## config.mk

```make
export PLATFORM = sky130hd
export DESIGN_NAME = lock_mem_requester
export DESIGN_NICKNAME = d
export VERILOG_FILES = /design/src/rtl/lock_mem_requester.sv
export SDC_FILE = /design/constraint.sdc
export NUM_CORES = 1
export LEC_CHECK = 0
export BUFFER_PORTS_ARGS = -buffer_cell sky130_fd_sc_hd__buf_2
export CAP_MARGIN = 25
export CORE_UTILIZATION = 49
export DETAILED_ROUTE_END_ITERATION = 10
export GPL_TIMING_DRIVEN = 0
export PLACE_DENSITY_LB_ADDON = 0.08
export SLEW_MARGIN = 40
export SYNTH_ARGS = -nofsm -noshare
export SYNTH_HDL_FRONTEND = slang
export SYNTH_SLANG_ARGS = --single-unit
```

## constraint.sdc

```tcl
create_clock -name clk -period 2.43 [get_ports clk]
set_input_delay 0.1215 -clock clk [delete_from_list [all_inputs] [get_ports clk]]
set_output_delay 0.1215 -clock clk [all_outputs]
set_load 0.01 [all_outputs]
```

## src/rtl/lock_mem_requester.sv

```systemverilog
// lock_mem_requester: per-core requester that takes the shared-memory lock, does a guarded store or atomic add, then releases it.
// Define LOCK_STATS_EN to add saturating grant/wait/timeout counters.
module lock_mem_requester #(
  parameter int AW      = 6,
  parameter int DW      = 32,
  parameter int RD_LAT  = 1,
  parameter int TIMEOUT = 0,
  parameter int TW      = 8
) (
  input  logic          clk,
  input  logic          rst,
  input  logic          cmd_valid,
  output logic          cmd_ready,
  input  logic [AW-1:0] cmd_addr,
  input  logic [DW-1:0] cmd_data,
  input  logic          cmd_rmw,
  output logic          done,
  output logic          err,
  output logic [DW-1:0] old_val,
  output logic          need_lock,
  input  logic          stall_in,
  output logic [AW-1:0] mem_addr,
  output logic [DW-1:0] mem_data,
  output logic          mem_wren,
  input  logic [DW-1:0] mem_q
`ifdef LOCK_STATS_EN
  ,
  output logic [15:0]   stat_grants,
  output logic [15:0]   stat_wait_cycles,
  output logic [7:0]    stat_timeouts
`endif
);
  localparam logic [2:0] S_IDLE  = 3'd0;
  localparam logic [2:0] S_REQ   = 3'd1;
  localparam logic [2:0] S_CHECK = 3'd2;
  localparam logic [2:0] S_READ  = 3'd3;
  localparam logic [2:0] S_WRITE = 3'd4;
  localparam logic [2:0] S_REL   = 3'd5;
  logic [2:0]    r_state;
  logic [AW-1:0] r_addr;
  logic [DW-1:0] r_data;
  logic [DW-1:0] r_sum;
  logic [DW-1:0] r_old;
  logic          r_rmw;
  logic          r_abort;
  logic [TW-1:0] r_wait;
  logic [1:0]    r_rd;
  logic [TW-1:0] w_wait_nx;
  logic          w_timeout;
  logic          w_rd_last;
  assign w_wait_nx = r_wait + 1'b1;
  assign w_timeout = (TIMEOUT != 0) && (w_wait_nx == TW'(TIMEOUT));
  assign w_rd_last = r_rd == 2'(RD_LAT - 1);
  always_ff @(posedge clk or negedge rst)
    if (!rst) begin
      r_state <= S_IDLE;
      r_addr  <= '0;
      r_data  <= '0;
      r_sum   <= '0;
      r_old   <= '0;
      r_rmw   <= 1'b0;
      r_abort <= 1'b0;
      r_wait  <= '0;
      r_rd    <= '0;
    end else
      case (r_state)
        S_IDLE:
          if (cmd_valid) begin
            r_addr  <= cmd_addr;
            r_data  <= cmd_data;
            r_rmw   <= cmd_rmw;
            r_abort <= 1'b0;
            r_state <= S_REQ;
          end
        S_REQ: r_state <= S_CHECK;
        S_CHECK:
          if (!stall_in) begin
            r_rd    <= '0;
            r_state <= r_rmw ? S_READ : S_WRITE;
          end else begin
            r_wait <= w_wait_nx;
            if (w_timeout) begin
              r_abort <= 1'b1;
              r_state <= S_REL;
            end
          end
        // mem_addr has been stable since accept, so mem_q is valid by the last READ cycle
        S_READ:
          if (w_rd_last) begin
            r_old   <= mem_q;
            r_sum   <= mem_q + r_data;
            r_state <= S_WRITE;
          end else
            r_rd <= r_rd + 2'd1;
        S_WRITE: r_state <= S_REL;
        default: begin
          r_wait  <= '0;
          r_state <= S_IDLE;
        end
      endcase
  assign cmd_ready = r_state == S_IDLE;
  assign need_lock = (r_state == S_REQ) || (r_state == S_CHECK) || (r_state == S_READ) || (r_state == S_WRITE);
  assign mem_wren  = r_state == S_WRITE;
  assign mem_addr  = r_addr;
  assign mem_data  = r_rmw ? r_sum : r_data;
  assign old_val   = r_old;
  assign done      = (r_state == S_REL) && !r_abort;
  assign err       = (r_state == S_REL) && r_abort;
`ifdef LOCK_STATS_EN
  always_ff @(posedge clk or negedge rst)
    if (!rst) begin
      stat_grants      <= '0;
      stat_wait_cycles <= '0;
      stat_timeouts    <= '0;
    end else begin
      if (done && stat_grants != '1) stat_grants <= stat_grants + 1'b1;
      if (r_state == S_CHECK && stall_in && stat_wait_cycles != '1) stat_wait_cycles <= stat_wait_cycles + 1'b1;
      if (err && stat_timeouts != '1) stat_timeouts <= stat_timeouts + 1'b1;
    end
`endif
endmodule

```

Word level (Yosys, flattened, before mapping)
Cells that the tools add are included.
{ "totals": {"ff_bits": 108, "input_bits": 75, "output_inout_bits": 75, "elab_cells": 37} }
{ "op_classes": {"n_addsub": 2, "eq_ne": 9, "mux": 9, "n_reduce_logical": 10} }
{ "op_table": {"columns": ["cell", "n"], "rows": [
  ["$add A32 B32 Y32", 1],
  ["$mux W32", 1],
  ["$pmux W3 S5", 1],
  ["$mux W3", 4],
  ["$ne A2 B2 Y1 const B", 4],
  ["$eq A3 B2 Y1 const B", 2],
  ["$eq A3 B3 Y1 const B", 2],
  ["$reduce_and A3 Y1", 2],
  ["$mux W2", 2],
  ["$pmux W2 S2", 1],
  ["$reduce_and A2 Y1", 2],
  ["$eq A3 B1 Y1 const B", 1],
  ["$logic_not A3 Y1", 1],
  ["$logic_or A1 B1 Y1", 3],
  ["$add A2 B1 Y2 const B", 1],
  ["$logic_not A2 Y1", 1],
  ["$reduce_bool A2 Y1", 1]
]} }

Depth between registers and ports, before layout
{ "logic_depth": {"ltp_word": 4, "depth_mapped": 9, "ltp_nobuf": 9} }

Worst setup path after synthesis
No wires, ideal clock.
{ "synth_timing": {"path_kind": "register -> register", "from": "register r_data[0]", "to": "register r_sum[30]", "setup_ns": 0.068, "arrival_ns": 2.459, "t_required_ns": 2.362, "setup_slack_ns": -0.097, "path_stages_with_launch": 10, "period_less_slack_ns": 2.527, "path_cell_list": "dfrtp_1 -> ha_1 -> fa_1 -> a21o_1 -> a311o_1 -> a21o_1 -> a31oi_4 -> o21ai_2 -> a2111o_1 -> nand3_1"} }
{ "synth_via": {"elab_chain_len": 1} }
{ "synth_rtl": {"columns": ["item", "line", "source"], "rows": [
  ["from (decl)", "41", "logic [DW-1:0] r_data;"],
  ["from (signal assigned)", "70", "r_data <= cmd_data;"],
  ["$add A32 B32 Y32", "91", "r_sum <= mem_q + r_data;"],
  ["to (signal assigned)", "91", null],
  ["to (decl)", "42", "logic [DW-1:0] r_sum;"]
]} }
No other way between the ends.
A chain may end at the register's enable or synchronous reset.

Final worst setup path
Ends and elaborated chain as after synthesis.

==> impl_metrics.toml <==
[cts]
cts_sinks = 108
cts_made_buffers = 9
cts_root_buf = "clkbuf_16"
clk_pin_slew_ns = 0.07
cts_tree = "done"
clock_latency_ns = 0.36
clockBufferDepth = 2
cts.htree.levels = 3

[run]
cap_violations = 0

[floorplan]
start_util_pct = 51.2
ios = 150
dieHeight_um = 115
die_area_um2 = 13200
fp.coreArea_um2 = 12200
die_w_um = 115
row_count = 40

[grt]
grt_overflow = 0
grt_max_degree = 70
grtUsageTotal_pct = 27.1
grt_pass1_wl_um = 27600
grt_pass1_vias = 5730
antenna_found_initial = 0

[finish]
synthToLayoutAreaGrowth_pct = 36.5
layout.nets = 1000
final_util_pct = 70.0
diodes = 0
seq_area_um2 = 2700
drive_gt1_share_pct = 32.9
fillCellCount = 987
multi_input_area_um2 = 3630

[synth]
async_flop_share_pct = 100
avgSynthCellArea_um2 = 9.50
syn_inst = 659
ys.flop_type = "dfrtp_1"
yosysWarnings = 0
synth_edf_count = 0
syn_area_um2 = 6260
ys_seq_area_share_pct = 43.2
synth_top_area_share_pct = 43.2
synth.distinct_cells = 58
syn-num-nets = 767
synth-seq-cells = 108
synthTopCellsByArea = "dfrtp_1 43%, mux2_2 13%, nand2_1 9.7%, ha_1 6.4%, o21ai_0 3.7%"
synth_top_area_cell = "dfrtp_1"

[sta]
final.setup.tns_ns = -0.565
rsz0062_at_grt = "yes"
hold_viol_final = 0
worst_pin_slew_ns = 0.667
fin_skew_ns = 0.00876
fin_crit_sh_pct = 107
maxSlewViolCount = 0
max_freq_mhz = 385
setup_ws_ns = -0.170
max_slew_margin_pct = 55.5
min_period_ns = 2.60
setup_viol = 6

[outcome]
violations = "setup timing"
status = "finished with violations"

[power_and_ir_drop]
power_density_nw_per_um2 = 1370
leakage_uw = 0.00408
ir_drop_v = 0.000675

[routing]
dr_total_vias = 5667
drc_errors = 0
ant_nets = 0
drt_iter0_markers = 226
wl_per_cell_um = 16.3
wl_um = 17300
drt_first_pass_iters = 4
vias_per_cell = 5.32

[worst_setup_path]
worstPathBufferInverterCount = 0
worstPathRequired_ns = 2.73
cp_slowest_stage_delay_ns = 0.41
cp_max_fo = 4
cp-start-kind = "flip-flop"
crit_type = "flip-flop to flip-flop"
startpoint = "r_data[0]"
crit_family = "compound AO/OA/AOI/OAI gates"
crit_top_cell = "a21o_1"
rr_startpoint = "r_data[0]"
path_cells = "ha_4, fa_2, a21o_1, a311o_1, a21o_1, a31oi_4, o21ai_4, a2111o_1, nand3_1"
end_kind = "flip-flop"
cp.arrival_ns = 2.90
cp_slowest_cell = "dfrtp_1"

[worst_hold_path]
hold_class = "primary input to flip-flop"
hold_start = "cmd_data[25]"

[placed_design]
hpwl_um = 12000
numPortBuffers = 148
gp_congestion = 0.926
-- metal layers --
layer | up-vias | global-route usage [%] | share of wire (%) | routed length (um)
met4 | 0 | 7.19 | 1.1 | 190
met2 | 132 | 46.9 | 50 | 8590
met1 | 2765 | 34.3 | 45 | 7740
li1 | 2759 | - | - | -
met5 | - | 0 | 0 | 0
met3 | 11 | 5.85 | 4.7 | 808
-- state kept, by name, indices dropped and copies added (netlist names) --
name and count:
r_data 32, r_rmw 1, r_sum 32, r_state 3, r_rd 2, old_val 32, mem_addr 6
-- power breakdown --
part / total (uW) / internal, uW / switching (uW)
logic: 6790 / 3150 / 3640
registers: 3290 / 2700 / 593
clock network: 1590 / 910 / 678
total: 11700 / 6760 / 4910
-- layout by cell type, fill, tap and decap left out, types with 3 or more instances in the layout --
master         Yosys  routed
ha_4               0      10
a21o_1            17      17
xor2_1            10      10
o21ai_1            4       4
buf_2              5     152
clkbuf_2           1       6
ha_2               0       4
and2_1             3       3
clkbuf_16          0       9
xnor2_1           18      17
ha_1              32      18
o21ai_2            1       3
nand3_1            8       8
o21a_1             5       5
inv_1             11      11
a21oi_1           38      36
buf_1              5       3
buf_4              1      11
dlygate4sd3_1      0      65
o31ai_1            3       3
a21boi_0           4       3
nor2_1            22      22
nand2_1          162     162
o21ai_0           46      43
mux2_2            72      72
clkbuf_1          20      16
a211oi_1           6       4
o21bai_1           3       3
dfrtp_1          108     107
nand4_1            5       5
nor3_1             7       6
-- final timing paths --
kind                          endpoint  slack [ns]  depth (start not counted)
max                          r_sum[30]       -0.17                          9
min                         r_data[25]       0.009                          2
max reg2reg                  r_sum[30]       -0.17                          9
min reg2reg                old_val[19]        0.47                          2
max in group asynchronous    r_sum[28]        1.55                          3
min in group asynchronous   r_data[17]        0.23                          2
-- kinds of logic after synthesis --
kind of cell    count (synthesis)  share of synthesized area [%]
flops                         108                           43.2
mux                            73                           13.1
buf+inv                        43                           2.76
compound gates                153                           15.7
fa+ha+maj                      33                           6.72
simple gates                  220                           14.5
other cells                     1                         0.0599
xor+xnor                       28                           3.92
-- layout make-up --
type	instances	share of cell area, %
Inverter	11	0.483
Sequential cell	108	31.6
Timing Repair Buffer	225	17.7
Clock buffer	11	2.72
Buffer	29	1.48
Tap cell	168	2.46
Multi-Input combinational cell	508	42.5
Clock inverter	5	0.996
-- per-stage QoR --
step | instance area [um^2] | setup WS, ns | cells | hold WS [ns] | total power (uW)
6_report | 8540 | -0.170 | 1065 | 0.00939 | 11700
5_1_grt | 8540 | -0.333 | 1065 | 0.00945 | 12600
4_1_cts | 8330 | -0.158 | 1061 | 0.00181 | 11300
3_5_place_dp | 7250 | -0.245 | 976 | 0.0240 | 9380
3_3_place_gp | 7210 | -0.240 | 975 | 0.336 | 9260
2_1_floorplan | 6260 | -0.0137 | 659 | -0.174 | 7490
-- synthesized netlist by cell type (3+ instances only) --
master / instances
a21o_1: 17
a31oi_1: 3
nand2_1: 162
nand4_1: 5
mux2_2: 72
o31ai_1: 3
and2_1: 3
xnor2_1: 18
ha_1: 32
o21bai_1: 3
o21ai_1: 4
o21ai_0: 46
clkbuf_1: 20
nor3_1: 7
nand3_1: 8
dfrtp_1: 108
o21a_1: 5
a211oi_1: 6
buf_2: 5
a21oi_1: 38
buf_1: 5
nor2_1: 22
inv_1: 11
xor2_1: 10
a21boi_0: 4
-- timing repair --
| action | in CTS | in global routing |
|---|---|---|
| buffers inserted | 5 | 7 |
| hold buffers | 65 | 0 |
| endpoints found under the hold margin | 103 | 0 |
| gates resized for setup | 12 | 41 |
| pin swaps | 19 | 11 |
| cloned | 0 | 0 |
| setup endpoints to repair | 9 | 51 |
No activity file was read; power rests on OpenSTA's default activity.
